--- config.mk ---
export PLATFORM = sky130hd
export DESIGN_NAME = fft_out_serializer
export DESIGN_NICKNAME = d
export VERILOG_FILES = /design/src/rtl/fft_out_serializer.sv
export SDC_FILE = /design/constraint.sdc
export NUM_CORES = 2
export LEC_CHECK = 0
export ABC_AREA = 1
export CORE_ASPECT_RATIO = 0.7
export CORE_MARGIN = 1.5
export CORE_UTILIZATION = 40
export CTS_BUF_LIST = sky130_fd_sc_hd__clkbuf_8
export DETAILED_ROUTE_END_ITERATION = 10
export PLACE_DENSITY_LB_ADDON = 0.15
export REMOVE_ABC_BUFFERS = 1
export SLEW_MARGIN = 20
export SYNTH_ARGS = -nofsm -noshare
export SYNTH_HDL_FRONTEND = slang
export SYNTH_SLANG_ARGS = --single-unit
--- constraint.sdc ---
create_clock -name clk -period 8.7 [get_ports clk]
set_clock_uncertainty 0.05 [all_clocks]
set_input_delay 1.305 -clock clk [delete_from_list [all_inputs] [get_ports clk]]
set_output_delay 1.305 -clock clk [all_outputs]
set_load 0.05 [all_outputs]
--- src/rtl/fft_out_serializer.sv ---
// fft_out_serializer
//   Ping-pong frame buffer behind the four-lane FFT output commutator.
//   A frame of N samples arrives as N/4 consecutive four-sample beats and is
//   captured into one of two banks. Completed frames drain one sample per
//   cycle, in natural index order, over a valid/ready stream with frame markers.
//
// Parameters
//   NB  sample width in bits
//   N   FFT length in samples (power of two, >= 8)
//
// Ports
//   clk         rising-edge clock
//   reset       asynchronous active-high reset
//   start       pulse marking beat 0 of a frame on input_data
//   input_data  beat k: [NB*4-1:NB*3]=4k, [NB*3-1:NB*2]=4k+1, [NB*2-1:NB]=4k+2, [NB-1:0]=4k+3
//   out_data    registered output sample
//   out_valid   out_data is valid
//   out_ready   sink accepts when out_valid && out_ready
//   out_sof     high with sample index 0
//   out_eof     high with sample index N-1
//   out_index   index of out_data
//   overflow    sticky; a frame was dropped because its target bank was full
//   busy        a bank is full or being filled
module fft_out_serializer #(
  parameter int NB = 16,
  parameter int N  = 64
) (
  input  logic                 clk,
  input  logic                 reset,
  input  logic                 start,
  input  logic [NB*4-1:0]      input_data,
  output logic [NB-1:0]        out_data,
  output logic                 out_valid,
  input  logic                 out_ready,
  output logic                 out_sof,
  output logic                 out_eof,
  output logic [$clog2(N)-1:0] out_index,
  output logic                 overflow,
  output logic                 busy
);

  localparam int AW    = $clog2(N);
  localparam int BEATS = N / 4;
  localparam int BW    = $clog2(BEATS);
  localparam logic [AW-1:0] LAST_ADDR = AW'(N - 1);
  localparam logic [BW-1:0] LAST_BEAT = BW'(BEATS - 1);

  typedef enum logic { W_IDLE, W_FILL   } w_state_t;
  typedef enum logic { R_IDLE, R_STREAM } r_state_t;

  // Both banks in one array, addressed as {bank, sample_index}.
  logic [NB-1:0] mem [0:2*N-1];

  w_state_t      w_state, w_next;
  r_state_t      r_state, r_next;
  logic [BW-1:0] beat_cnt, beat_next;
  logic          wr_bank, wr_bank_next;
  logic          rd_bank, rd_bank_next;
  logic [AW-1:0] rd_addr, rd_addr_next;
  logic [1:0]    full;
  logic [1:0]    set_full, clr_full;

  logic          we;
  logic [BW-1:0] wr_beat;
  logic          ovf_set;

  logic          ld;
  logic          ld_bank;
  logic [AW-1:0] ld_addr;
  logic          valid_next, sof_next, eof_next;

  // ---------------------------------------------------------------------------
  // Write side: W_IDLE waits for start, W_FILL captures one beat per cycle.
  // A bank being freed by the reader this cycle counts as free, so a start
  // that collides with the release is accepted.
  // ---------------------------------------------------------------------------
  always_comb begin
    w_next       = w_state;
    beat_next    = beat_cnt;
    wr_bank_next = wr_bank;
    we           = 1'b0;
    wr_beat      = '0;
    set_full     = '0;
    ovf_set      = 1'b0;
    case (w_state)
      W_IDLE: begin
        if (start) begin
          if (!full[wr_bank] || clr_full[wr_bank]) begin
            we        = 1'b1;
            wr_beat   = '0;
            beat_next = BW'(1);
            w_next    = W_FILL;
          end else begin
            ovf_set = 1'b1;
          end
        end
      end
      W_FILL: begin
        we = 1'b1;
        if (start) begin
          // Restart: the partial frame is simply overwritten from beat 0.
          wr_beat   = '0;
          beat_next = BW'(1);
        end else begin
          wr_beat = beat_cnt;
          if (beat_cnt == LAST_BEAT) begin
            set_full[wr_bank] = 1'b1;
            wr_bank_next      = ~wr_bank;
            beat_next         = '0;
            w_next            = W_IDLE;
          end else begin
            beat_next = beat_cnt + BW'(1);
          end
        end
      end
      default: w_next = W_IDLE;
    endcase
  end

  // ---------------------------------------------------------------------------
  // Read side: rd_addr is the index currently held in the output register.
  // The output register reloads either when empty or on a handshake, so a
  // stalled sample stays put. The bank is released only when its last sample
  // is accepted; if the other bank is already full its sample 0 is loaded in
  // the same cycle, giving a bubble-free frame boundary.
  // ---------------------------------------------------------------------------
  always_comb begin
    r_next       = r_state;
    rd_bank_next = rd_bank;
    rd_addr_next = rd_addr;
    valid_next   = out_valid;
    sof_next     = out_sof;
    eof_next     = out_eof;
    ld           = 1'b0;
    ld_bank      = rd_bank;
    ld_addr      = rd_addr;
    clr_full     = '0;
    case (r_state)
      R_IDLE: begin
        if (full[rd_bank]) begin
          r_next       = R_STREAM;
          rd_addr_next = '0;
        end
      end
      R_STREAM: begin
        if (!out_valid) begin
          ld = 1'b1;
        end else if (out_ready) begin
          if (rd_addr == LAST_ADDR) begin
            clr_full[rd_bank] = 1'b1;
            rd_bank_next      = ~rd_bank;
            rd_addr_next      = '0;
            if (full[~rd_bank]) begin
              ld      = 1'b1;
              ld_bank = ~rd_bank;
              ld_addr = '0;
            end else begin
              r_next     = R_IDLE;
              valid_next = 1'b0;
              sof_next   = 1'b0;
              eof_next   = 1'b0;
            end
          end else begin
            ld           = 1'b1;
            ld_addr      = rd_addr + AW'(1);
            rd_addr_next = rd_addr + AW'(1);
          end
        end
      end
      default: r_next = R_IDLE;
    endcase
    if (ld) begin
      valid_next = 1'b1;
      sof_next   = (ld_addr == '0);
      eof_next   = (ld_addr == LAST_ADDR);
    end
  end

  // ---------------------------------------------------------------------------
  // State and control registers
  // ---------------------------------------------------------------------------
  always_ff @(posedge clk or posedge reset) begin
    if (reset) begin
      w_state   <= W_IDLE;
      r_state   <= R_IDLE;
      beat_cnt  <= '0;
      wr_bank   <= 1'b0;
      rd_bank   <= 1'b0;
      rd_addr   <= '0;
      full      <= '0;
      overflow  <= 1'b0;
      out_valid <= 1'b0;
      out_sof   <= 1'b0;
      out_eof   <= 1'b0;
      out_data  <= '0;
    end else begin
      w_state   <= w_next;
      r_state   <= r_next;
      beat_cnt  <= beat_next;
      wr_bank   <= wr_bank_next;
      rd_bank   <= rd_bank_next;
      rd_addr   <= rd_addr_next;
      full      <= (full & ~clr_full) | set_full;
      overflow  <= overflow | ovf_set;
      out_valid <= valid_next;
      out_sof   <= sof_next;
      out_eof   <= eof_next;
      if (ld) begin
        out_data <= mem[{ld_bank, ld_addr}];
      end
    end
  end

  // Frame storage: four lanes written per beat, no reset needed since the
  // full flags gate every read.
  always_ff @(posedge clk) begin
    if (we) begin
      for (int unsigned j = 0; j < 4; j++) begin
        mem[{wr_bank, wr_beat, 2'(j)}] <= input_data[NB*(3-j) +: NB];
      end
    end
  end

  assign out_index = rd_addr;
  assign busy      = full[0] | full[1] | (w_state == W_FILL);

endmodule

# Word-level counts from Yosys, hierarchy flattened
# Memories as Yosys holds them, arrays and structs flattened. A register that Yosys moved wholly into a read port is not among the register bits.
# Cells that the tools add are included.
# op_classes
add_sub_neg,2
magnitude_cmp,5
eq_ne,9
muxes,71
n_bitwise,11
reduce_logical,14
# op_table
cell,count
$mux W6,9
$mux W1,42
$mux W4,5
$pmux W4 S2,2
$mux W2,7
$eq A6 B6 Y1 const B,2
$ne A2 B2 Y1 const B,6
$pmux W6 S2,1
$reduce_bool A2 Y1,4
$add A6 B1 Y6 const B,1
$logic_not A6 Y1,1
$lt A1 B2 Y1 const B,3
$pmux W1 S2,3
$reduce_and A3 Y1,2
$not A1 Y1,5
$reduce_and A5 Y1,1
$add A4 B1 Y4 const B,1
$eq A4 B4 Y1 const B,1
$reduce_and A4 Y1,1
$or A1 B1 Y1,3
$and A2 B2 Y2,1
$demux W1 S1,2
$ge A1 B1 Y1 const B,2
$logic_and A1 B1 Y1,2
other kinds (5),5
# word_totals
regBits,20
mem_bits_rw,2048
in_bits,68
elab_cells,124
n_memories,1
# memory_table
name,depth,word_bits,read_ports,rd_clocked_by_memory_dff,wr,line,text
mem,128,16,1,1,4,52,logic [NB-1:0] mem [0:2*N-1];

# Logic depth before layout (Yosys ltp)
# logic_depth
word_depth,16
depth_mapped,20
depth_no_buf,18

# Worst setup path after synthesis
# No wires, ideal clock.
# synth_path
path_kind,input port to flip-flop
start,input out_ready
end,memory mem[0][0] (enable)
setup_time_ps,486
arrival_time_ps,4993
slack_ps,3171
path_stages,10
path_buffers,0
path_cell_list,nand2_1 -> nor2_4 -> nand2_1 -> o21ai_0 -> nor2_1 -> a31oi_1 -> nand2_1 -> nand2_1 -> nand2_1 -> nor2_1
# synth_lines
item,line,text
"start, declared",34,"input logic out_ready,"
"end, declared",52,

# Final worst setup path
# layout_path
start,"register rd_addr[0], in the netlist out_index[0]"
end,"register out_data[12], read port of mem"
# layout_between
elab_chain_cells,5
elab_cells_between_ends,15
cone_classes,add/sub: 1; eq/ne: 1; mux: 13
# layout_rtl
item,line,text
"start, declared",59,"logic [AW-1:0] rd_addr, rd_addr_next;"
"start signal, assigned",202,rd_addr <= rd_addr_next;
"$add A6 B1 Y6, or another cell as far along",165,ld_addr = rd_addr + AW'(1);
$mux W6 / $mux W1 (equally long branches),149,if (rd_addr == LAST_ADDR) begin
$mux W6 / $mux W1 (equally long branches),148,end else if (out_ready) begin
$mux W6 / $mux W1 (equally long branches),146,if (!out_valid) begin
$mux W6 / $mux W1 (equally long branches),138,case (r_state)
"end, declared",32,"output logic [NB-1:0] out_data,"
# Parallel ways exist; a longest one is shown, timed or not.
# A chain may end at the register's enable or synchronous reset.

==> results.cfg <==
[synthesis]
synth_edf_count = 2048
yosys-top-cells-count = 2048 x edfxtp_1, 1823 x nand2_1, 1800 x nand3_1, 927 x inv_1, 560 x nand3b_1
synth_top_family_by_area = simple AND/OR/NAND/NOR gates
seq_area_frac_synth = 0.696
synth_area_per_cell_sq_um = 11.3
synth-simple-area-share = 0.227
synth_compound_area_frac = 0.0113
yosys.cell_count.top_type = edfxtp_1
yosys-top-cells-area = edfxtp_1 69%, nand3_1 10%, nand2_1 7.6%
async_reset_ff_frac = 0.0173
yosysWarningCount = 0
synth_xor_area_frac = 0.000195
yosys.area_share.adder = 0.000279
synth_top_area_share = 0.686
syn_inst = 7933
synth_cell_type_count = 31
ys_ff_latch = 2084
synth_area_sq_mm = 0.0897
synth_top_area_cell = edfxtp_1
synthMuxAreaShare = 0
synth-main-ff-cell = edfxtp_1

[clock_network]
cts_buffers = 334
postCtsResizedCells = 0
cts_tree = done
cts.sinks = 2084
hold_buffers = 0
clock_path_buffers = 4
post_cts_buffers = 0
path_clk_slew_ps = 70
cts_root_buf = clkbuf_8
clk_latency_ps = 940
htree_levels = 5

[floorplan]
die-area_sq_mm = 0.227
core_sq_mm = 0.223
die_y_um = 399
rows = 145
io_pins = 95
dieWidth_um = 569
start_util = 0.402

[pwr]
peakVddDrop_mv = 0.312
powerDensity_mw_per_mm2 = 257
finalPower_mw = 25.6
p_leak_nw = 38.4

[global_routing]
grt_pass1_vias = 58500
grt_max_degree = 226
overflow = 0
antenna_found_initial = 7
track_usage = 0.238
grt_pass1_wl_mm = 401

[sta]
worst_pin_slew_ps = 1140
hold_ws_ps = 445
rsz0062_at_grt = no
fin_ws_ps = 3450
hold_violations = 0
timing.final.crit_share = 0.604
setup_viol = 0
max_freq_mhz = 190
maxSlewViolCount = 0
fin_crit_ps = 5250
slew_headroom = 0.237

[critical_path]
cp-start-kind = flip-flop
path_class = flip-flop to flip-flop
cp.required_ps = 9530
end_kind = flip-flop
path_max_fanout = 66
r2r_slack_ps = 3450
worstPathArrival_ps = 6090

[routing]
drc_errors = 0
vias = 59900
drtIter0Drc = 6022
dr.pass1.iters = 6
wl_per_cell_um = 24.3
via_per_inst = 5.35
antenna_left = 0
wl_mm = 273

[flow_run]
cap_violations = 0

[final_layout]
areaGrowthSynthToFinish_pct = 11.2
drive_above_1_share = 0.0767
nNetsFinal = 8080

[placed_design]
post-place-ws_ps = 2770
hpwl_mm = 127
port_buffers = 94
place.gp.congestion = 0.756

[outcome]
status = finished, final reports clean

[min_path]
hold_path_class = flip-flop to flip-flop
metrics by stage:
stage	TNS [ps]	instances	area, sq um	utilization
after floorplan	-368400	7413	87300	-
after global placement	0	10600	93700	0.420
after detailed placement	0	10600	93700	0.420
after CTS	0	11200	99700	0.447
after global routing	0	11200	99700	0.447
final	0	11200	99700	0.447
cells by family (layout without fill, tap and decap cells):
kind of cell / count (synthesis) / after routing
compound gates: 143 / 143
xor+xnor: 2 / 2
fa+ha+maj: 2 / 2
buf+inv: 1453 / 1790
flops: 2084 / 2084
other cells: 0 / 2
simple gates: 4249 / 4249
area by class of cell:
class / count / area [sq um]
Fill cell: 20600 / 123000
Sequential cell: 2084 / 62400
Multi-Input combinational cell: 4396 / 21800
Clock buffer: 353 / 4860
Tap cell: 2940 / 3680
Inverter: 933 / 3540
Timing Repair Buffer: 261 / 2370
Clock inverter: 243 / 1120
Antenna cell: 2 / 5.00
worst max-delay path, stage by stage, from the launching register on:
cell and delay [ps]:
dfrtp_1 530, ha_1 260, nand3_2 150, nor2_4 190, nand2_2 90, nand2_2 250
nand2_1 200, nand2_8 430, buf_4 730, buf_4 810, nand3_1 160, nand3_1 100
nand3_1 130, nand3_1 300, nand3_1 260, nand3_1 160, nand3_1 80, nand2_1 90
registers in the layout, summed over array words and instances (netlist names):
register and flops:
out_valid 1, out_index 6, rd_bank 1, out_data 16, overflow 1, r_state 1
full 2, beat_cnt 4, w_state 1, out_sof 1, mem 2048, wr_bank 1
out_eof 1
report_power, final:
group	leakage (nW)	internal, mW	switching (mW)
Clock	3.60	3.87	3.97
Sequential	18.9	11.2	0.104
Combinational	15.8	1.73	4.73
layout by cell type (no fill, tap or decap), types with 2 or more instances in the layout:
cell / Yosys / routed
nor2_1: 53 / 20
ha_1: 2 / 2
xor2_1: 2 / 2
o41ai_1: 2 / 2
buf_12: 0 / 18
inv_2: 5 / 5
clkinvlp_4: 0 / 5
inv_8: 0 / 7
o21ai_4: 0 / 4
dfrtp_1: 36 / 36
bufinv_16: 0 / 4
o21ai_0: 15 / 14
buf_16: 0 / 2
inv_6: 0 / 8
a21oi_1: 6 / 6
nand2_8: 0 / 4
inv_1: 927 / 1072
nand2_2: 6 / 2
clkinv_2: 0 / 19
o22ai_1: 2 / 2
clkbuf_8: 0 / 353
diode_2: 0 / 2
o211ai_1: 112 / 112
edfxtp_1: 2048 / 2048
nand2_1: 1823 / 1822
nand4_1: 2 / 2
clkdlybuf4s50_1: 0 / 77
buf_4: 26 / 147
nand3b_1: 560 / 560
clkinv_1: 1 / 56
nand3_1: 1800 / 1800
buf_2: 190 / 16
nor2_4: 2 / 35
metal layers:
metal / vias up / global-route usage / share of wire
met1: 29900 / 0.342 / 0.46
met2: 2108 / 0.378 / 0.45
met4: 0 / 0.0636 / 0.024
met5: - / 0 / 0
li1: 27500 / - / -
met3: 425 / 0.0354 / 0.067
worst paths after layout:
path	startpoint	to	depth (start not counted)
setup / recovery	out_index[0]	out_data[12]	17
setup reg to reg	out_index[0]	out_data[12]	17
hold / removal	out_data[3]	out_data[3]	2
hold reg to reg	out_data[3]	out_data[3]	2
min in group asynchronous	reset	out_data[14]	2
max in group asynchronous	reset	r_state	3
No activity file was read; power rests on OpenSTA's default activity.
